===== src/rtl/sqrt_sweep_initiator.sv =====
// Sweeps a range of 16-bit operands through a start/done square-root unit and checks each
// returned root with a shift-add squarer. Optional WAIT timeout: SQRT_SWEEP_TIMEOUT_EN.
`timescale 1ns/1ps
module sqrt_sweep_initiator #(
   parameter int TIMEOUT_CYCLES = 64
) (
   input  logic        clk,
   input  logic        rst,
   input  logic        go,
   input  logic [15:0] first,
   input  logic [15:0] last,
   output logic        busy,
   output logic        finished,
   output logic [15:0] pass_count,
   output logic [15:0] fail_count,
   output logic [15:0] fail_value,
   output logic        timeout_seen,
   output logic        sqrt_start,
   output logic [15:0] sqrt_in,
   input  logic [7:0]  sqrt_out,
   input  logic        sqrt_error,
   input  logic        sqrt_done
);

   typedef enum logic [2:0] {IDLE, ISSUE, WAIT, SQUARE, CHECK, DONE} state_t;

   state_t      state;
   logic [15:0] value;
   logic [15:0] last_q;
   logic [7:0]  r;
   logic        e;
   logic [15:0] p;
   logic [15:0] mcand;
   logic [7:0]  mplier;
   logic [2:0]  sq_cnt;
   logic        wait_armed;
   logic [16:0] q;
   logic        pass;

`ifdef SQRT_SWEEP_TIMEOUT_EN
   localparam int WCW = $clog2(TIMEOUT_CYCLES + 1);
   logic [WCW-1:0] wait_cnt;
   logic           timed_out;
`else
   assign timeout_seen = 1'b0;
`endif

   // Upper bound of the accepted root window: (r+1)^2 = r^2 + 2r + 1.
   assign q = {1'b0, p} + {8'b0, r, 1'b0} + 17'd1;

   // NOTE: pass gets a default before any branch, so this block can never infer a latch.
   always_comb begin
      pass = 1'b0;
      if (value[15])
         pass = e;
      else
         pass = !e && (p <= value) && (q > {1'b0, value});
`ifdef SQRT_SWEEP_TIMEOUT_EN
      if (timed_out)
         pass = 1'b0;
`endif
   end

   // NOTE: all state uses non-blocking assignments so every register updates from pre-edge values.
   always_ff @(posedge clk or posedge rst) begin
      if (rst) begin
         state      <= IDLE;
         value      <= '0;
         last_q     <= '0;
         r          <= '0;
         e          <= 1'b0;
         p          <= '0;
         mcand      <= '0;
         mplier     <= '0;
         sq_cnt     <= '0;
         wait_armed <= 1'b0;
         busy       <= 1'b0;
         finished   <= 1'b0;
         pass_count <= '0;
         fail_count <= '0;
         fail_value <= '0;
         sqrt_start <= 1'b0;
         sqrt_in    <= '0;
`ifdef SQRT_SWEEP_TIMEOUT_EN
         wait_cnt     <= '0;
         timed_out    <= 1'b0;
         timeout_seen <= 1'b0;
`endif
      end else begin
         sqrt_start <= 1'b0;
         finished   <= 1'b0;
         unique case (state)
            IDLE: begin
               if (go) begin
                  value      <= first;
                  last_q     <= last;
                  pass_count <= '0;
                  fail_count <= '0;
                  fail_value <= '0;
                  busy       <= 1'b1;
                  sqrt_start <= 1'b1;
                  sqrt_in    <= first;
                  state      <= ISSUE;
`ifdef SQRT_SWEEP_TIMEOUT_EN
                  timeout_seen <= 1'b0;
`endif
               end
            end
            ISSUE: begin
               wait_armed <= 1'b0;
`ifdef SQRT_SWEEP_TIMEOUT_EN
               wait_cnt  <= '0;
               timed_out <= 1'b0;
`endif
               state <= WAIT;
            end
            WAIT: begin
               // The first WAIT cycle only arms the capture; a done level left from
               // the previous request must not be taken as this request's answer.
               wait_armed <= 1'b1;
               if (wait_armed && sqrt_done) begin
                  r      <= sqrt_out;
                  e      <= sqrt_error;
                  p      <= '0;
                  mcand  <= {8'b0, sqrt_out};
                  mplier <= sqrt_out;
                  sq_cnt <= '0;
                  state  <= SQUARE;
               end
`ifdef SQRT_SWEEP_TIMEOUT_EN
               else if (wait_cnt == WCW'(TIMEOUT_CYCLES - 1)) begin
                  timed_out    <= 1'b1;
                  timeout_seen <= 1'b1;
                  state        <= CHECK;
               end else begin
                  wait_cnt <= wait_cnt + 1'b1;
               end
`endif
            end
            SQUARE: begin
               if (mplier[0])
                  p <= p + mcand;
               mcand  <= mcand << 1;
               mplier <= mplier >> 1;
               sq_cnt <= sq_cnt + 3'd1;
               if (sq_cnt == 3'd7)
                  state <= CHECK;
            end
            CHECK: begin
               if (pass) begin
                  if (pass_count != 16'hFFFF)
                     pass_count <= pass_count + 16'd1;
               end else begin
                  if (fail_count != 16'hFFFF)
                     fail_count <= fail_count + 16'd1;
                  fail_value <= value;
               end
               if (value == last_q) begin
                  busy     <= 1'b0;
                  finished <= 1'b1;
                  state    <= DONE;
               end else begin
                  value      <= value + 16'd1;
                  sqrt_in    <= value + 16'd1;
                  sqrt_start <= 1'b1;
                  state      <= ISSUE;
               end
            end
            DONE: state <= IDLE;
            default: state <= IDLE;
         endcase
      end
   end

endmodule


===== config.mk =====
export PLATFORM = sky130hd
export DESIGN_NAME = sqrt_sweep_initiator
export DESIGN_NICKNAME = d
export VERILOG_FILES = /design/src/rtl/sqrt_sweep_initiator.sv
export SDC_FILE = /design/constraint.sdc
export NUM_CORES = 1
export LEC_CHECK = 0
export BUFFER_PORTS_ARGS = -buffer_cell sky130_fd_sc_hd__buf_2
export CORE_MARGIN = 2
export CORE_UTILIZATION = 25
export CTS_CLUSTER_SIZE = 24
export DETAILED_ROUTE_END_ITERATION = 12
export GPL_ROUTABILITY_DRIVEN = 0
export HOLD_SLACK_MARGIN = 0.02
export PLACE_DENSITY = 0.39
export SETUP_SLACK_MARGIN = 0.2
export SKIP_LAST_GASP = 1
export SLEW_MARGIN = 20
export SYNTH_ARGS = -nofsm -noshare
export SYNTH_HDL_FRONTEND = slang
export SYNTH_SLANG_ARGS = --single-unit

===== constraint.sdc =====
create_clock -name clk -period 11.9 [get_ports clk]
set_input_delay 2.38 -clock clk [delete_from_list [all_inputs] [get_ports clk]]
set_output_delay 2.38 -clock clk [all_outputs]
set_load 0.01 [all_outputs]

After elaboration in Yosys (flattened, before gate mapping). Index checks and enable logic that the tools add are counted.

Order comparisons: 2. Reductions and logical operators: 18. Muxes and demuxes: 36. Add/sub/neg operators: 7. Eq/ne operators: 18.

Operators with widths (number): $pmux W16 S2 (6); $mux W16 (11); $add A16 B1 Y16 const B (3); $ne A16 B16 Y1 const B (2); $ne A2 B2 Y1 const B (10); $add A16 B9 Y17 (1); $add A17 B1 Y17 const B (1); $gt A17 B16 Y1 (1); $add A16 B16 Y16 (1); $eq A16 B16 Y1 (1); $le A16 B16 Y1 (1); $pmux W8 S2 (1); $mux W3 (5); $pmux W3 S5 (1); $reduce_and A3 Y1 (5); $mux W8 (1); $reduce_and A4 Y1 (2); $mux W1 (7); $eq A3 B2 Y1 const B (2); $eq A3 B3 Y1 const B (2); $pmux W1 S2 (3); $pmux W3 S2 (1); $reduce_and A2 Y1 (3); $reduce_bool A2 Y1 (3); other kinds (5) (7).

Bits in registers: 139. Output and inout port bits: 68.

Longest topological paths before layout.
Depth in word-level cells: 7. Mapped depth: 19. Mapped depth without buffers: 18.

Worst setup path after synthesis. No wires, ideal clock.

Kind: reg-to-reg. From: register p[1]. To: register pass_count[4]. Cell stages (with the launch flop): 20. Period minus slack after synthesis: 4145 ps. Required time: 11808 ps. Path buffers: 1. Setup time: 92 ps. Arrival: 4053 ps. Path slack: 7755 ps. Cell sequence: dfrtp_1 ha_1 a21o_1 a21oi_1 o21bai_1 a21oi_1 o21ai_0 a311oi_1 nor2_1 xor2_1 ha_1 nand2_1 o21ai_0 o21a_1 a2111oi_0 or2_2 a211o_1 or2_1 buf_6 o31ai_2.

Longest elaborated chain between the ends: 7.

Ends and longest elaborated chain: start: declaration (line 32) `logic [15:0] p;`; start signal: assignment (line 142) `p <= p + mcand;`; $add A16 B9 Y17 (line 49) `assign q = {1'b0, p} + {8'b0, r, 1'b0} + 17'd1;`; $add A17 B1 Y17 (line 49); $gt A17 B16 Y1 (line 57) `pass = !e && (p <= value) && (q > {1'b0, value});`; $logic_and A1 B1 Y1 (*) (line 57); $mux W1 (*) (line 54) `if (value[15])`; $ne A2 B2 Y1 (no line) (*); $reduce_and A4 Y1 (no line) (*); end signal: assignment (line 152) `pass_count <= pass_count + 16'd1;`; end: declaration (line 14) `output logic [15:0] pass_count,`.

Mark *: on every way between the ends. The rest lies on a longest branch, timed or not. A chain may end at the register's enable or synchronous reset.

Worst setup path in the final report.
From: register p[1]. To: register pass_count[0].

Same word-level chain as after synthesis.

==> impl_metrics.env <==
export IMPL_outcome="finished, final reports clean"
export IMPL_final_max_slew_viol_count=0
export IMPL_hp_class="reg2reg"
export IMPL_post_cts_buffers=0
export IMPL_fmax_mhz=195
export IMPL_cts_hold_buffers=0
export IMPL_layout_common_cells="dfrtp_1 (139), buf_2 (111), nand2_1 (108)"
export IMPL_cp_start_kind="register"
export IMPL_leakage_nw=4.63
export IMPL_path_cells="ha_1, a21o_1, a21oi_1, o21bai_1, a21oi_1, o21ai_0, a311oi_1, nor2_1, xor2_1, ha_1, a2111oi_0, o21ai_0, o21a_1, a2111oi_0, or2_2, a211o_1, or2_1, o21ai_0"
export IMPL_async_reset_ff_share_pct=100
export IMPL_final_common_cell="dfrtp_1"
export IMPL_clk_pin_slew_ns=0.06
export IMPL_final_setup_tns_ns=0
export IMPL_endpoint_kind="register"
export IMPL_synthesis_instances=875
export IMPL_synth_area_um2=8240
export IMPL_remaining_drc_errors=0
export IMPL_viasPerCell=4.78
export IMPL_num_rows=66
export IMPL_tightestPinTransition_ns=1.04
export IMPL_period_needed_ns=5.13
export IMPL_fillers=3386
export IMPL_root_buffer="clkbuf_16"
export IMPL_synth_edf_count=0
export IMPL_overflow=0
export IMPL_io_buffers=111
export IMPL_cts_made_buffers=17
export IMPL_ys_ff_latch=139
export IMPL_setup_ws_ns=6.77
export IMPL_drt_total_wl_um=23400
export IMPL_groute_usage_overall_pct=14.1
export IMPL_switching_share_pct=40.6
export IMPL_synth_flop_cell="dfrtp_1"
export IMPL_crit_top_cell="o21ai_0"
export IMPL_relSlewSlack_pct=30.2
export IMPL_intPower_mw=1.50
export IMPL_htree_levels=4
export IMPL_switching_power_mw=1.02
export IMPL_rsz0062_at_grt="false"
export IMPL_critical_path_class="reg2reg"
export IMPL_die_area_um2=34400
export IMPL_antenna_found_initial=0
export IMPL_ys_seq_area_share_pct=42.2
export IMPL_fin_cells=1429
export IMPL_initial_utilization_pct=25.4
export IMPL_wl_per_cell_um=16.4
export IMPL_syn_area_per_cell_um2=9.41
export IMPL_powerDensity_nw_per_um2=255
export IMPL_dr_pass1_iters=5
export IMPL_num_vias=6828
export IMPL_critical_path_max_fanout=17
export IMPL_core_um2=32500
export IMPL_drive_gt1_share_pct=19.5
export IMPL_crit_required_ns=12.19
export IMPL_grt_max_degree=85
export IMPL_ioPinCount=113
export IMPL_cts_tree="done"
export IMPL_min_period_over_period_pct=43.1
export IMPL_insertion_delay_ns=0.44
export IMPL_nets=1080
export IMPL_critPathArrivalTime_ns=5.42
export IMPL_p_comb_share_pct=42.5
export IMPL_setup_viol=0
export IMPL_drt_iter0_markers=418
export IMPL_yosysWarnings=0
export IMPL_die_y_um=186
export IMPL_final_hold_viol_count=0
export IMPL_grt_pass1_vias=6692
export IMPL_postRouteAntennaNets=0
export IMPL_synth_cell_types=68
export IMPL_power_frac_seq_pct=34.4
export IMPL_grt_pass1_wl_um=37700
export IMPL_pre_cts_ws_ns=6.74
export IMPL_cpPeakStageDelay_ns=0.53
export IMPL_syn2layout_area_growth_pct=20.1
export IMPL_fin_skew_ns=0.0152
export IMPL_dpl_hpwl_um=17100
export IMPL_dp_cells=1396
export IMPL_die_w_um=186
export IMPL_cts_resized=0
export IMPL_pwr_share_clk_pct=23.1
export IMPL_crit_path_top_delay_cell="a311oi_1"
export IMPL_cts_buffer_depth=2
export IMPL_cts_num_sinks=139
export IMPL_synth_nets=982
export IMPL_peakVddDrop_uv=114
export IMPL_maxCapViolCount=0
[stage by stage]
step	power (mW)	hold WS (ns)	cell area [um^2]	utilization [%]
detailed placement	1.96	0.469	9250	28.5
finish	2.52	0.479	9890	30.5
global placement	1.96	0.457	9250	28.5
CTS	2.57	0.483	9880	30.5
global route	2.76	0.513	9890	30.5
floorplan	1.61	0.450	8240	-
[logic make-up (layout without fill, tap and decap cells)]
group	after synthesis	after routing	share of synthesized area, %
simple gates	279	279	16.5
compound gates	261	261	20.9
flops	139	139	42.2
buf+inv	71	182	3.57
fa+ha+maj	62	62	9.60
xor+xnor	43	43	4.57
mux	19	19	2.58
other cells	1	2	0.0455
[path summary, 6_finish.rpt]
kind	slack, ns	from	cells after the start	endpoint
min in group asynchronous	2.09	rst	2	mcand[10]$_DFFE_PP0P_
worst min register to register	0.48	fail_value[3]$_DFFE_PP0P_	2	fail_value[3]$_DFFE_PP0P_
max in group asynchronous	8.53	rst	3	value[10]$_DFFE_PP0P_
worst max-delay path	6.77	p[1]$_DFFE_PP0P_	18	pass_count[0]$_DFFE_PP0P_
worst max register to register	6.77	p[1]$_DFFE_PP0P_	18	pass_count[0]$_DFFE_PP0P_
worst min-delay path	0.48	fail_value[3]$_DFFE_PP0P_	2	fail_value[3]$_DFFE_PP0P_
[synth_stat cells (all sizes together) (2+ instances only)]
cell type / count / area [um^2]
nor4: 3 / 18.8
nand4: 14 / 87.6
a211oi: 4 / 35.0
and2: 9 / 56.3
o21bai: 4 / 30.0
or3: 2 / 12.5
a22oi: 6 / 45.0
clkbuf: 31 / 116
fa: 2 / 40.0
and3: 19 / 119
a211o: 3 / 26.3
nand2b: 6 / 37.5
a2111oi: 2 / 17.5
o22a: 6 / 52.6
nor4b: 2 / 23.8
a21o: 26 / 203
xor2: 8 / 70.1
a221o: 13 / 130
o21ba: 5 / 50.1
nand4b: 3 / 26.3
ha: 60 / 751
o31ai: 20 / 180
inv: 31 / 116
and4: 4 / 37.5
mux2: 18 / 203
nand3: 42 / 210
or2: 5 / 31.3
o21a: 4 / 30.0
nor3: 22 / 115
a21oi: 49 / 260
nor2: 32 / 120
buf: 9 / 61.3
a31oi: 15 / 93.8
nor2b: 5 / 31.3
dfrtp: 139 / 3480
o21ai: 89 / 445
xnor2: 35 / 307
nand2: 108 / 405
o22ai: 6 / 37.5
[power by group through the flow]
stage                     Combinational [mW]  Sequential (mW)  Clock (mW)
after floorplan                        0.776            0.835           0
after global placement                  1.08            0.879           0
after detailed placement                1.08            0.882           0
after CTS                               1.09            0.873       0.605
after global routing                    1.23            0.902       0.625
final                                   1.07            0.869       0.584
[worst max-delay path: cells and delay by family (launching register included)]
kind	cells	cell delay, ns
compound gates	12	3.03
xor+xnor	1	0.16
fa+ha+maj	2	0.49
flops	1	0.46
simple gates	3	0.85
[cell type report]
type | count | area (um^2) | share of cell area, %
clock buffers | 19 | 443 | 4.48
inverters | 31 | 121 | 1.23
diodes | 1 | 2.50 | 0.0253
multi-input cells | 665 | 4490 | 45.4
well taps | 442 | 553 | 5.59
clock inverters | 13 | 190 | 1.92
flip-flops and latches | 139 | 3480 | 35.2
repair buffers | 119 | 616 | 6.22
[flip-flops by register name, indices dropped and copies added, names as in the netlist, 3 cells and up]
name / flops
mplier: 8
last_q: 16
state: 3
value: 16
mcand: 16
fail_count: 16
r: 8
sq_cnt: 3
p: 16
fail_value: 16
pass_count: 16
[per-layer routing]
layer | wire [um] | share of wire, % | track usage, % | vias up
met1 | 12000 | 51 | 19.9 | 3285
met4 | 374 | 1.6 | 4.41 | 0
met2 | 10200 | 43 | 21.6 | 131
met3 | 955 | 4.1 | 2.74 | 24
li1 | - | - | - | 3388
met5 | 0 | 0 | 0 | -
(Power assumes the default switching activity.)
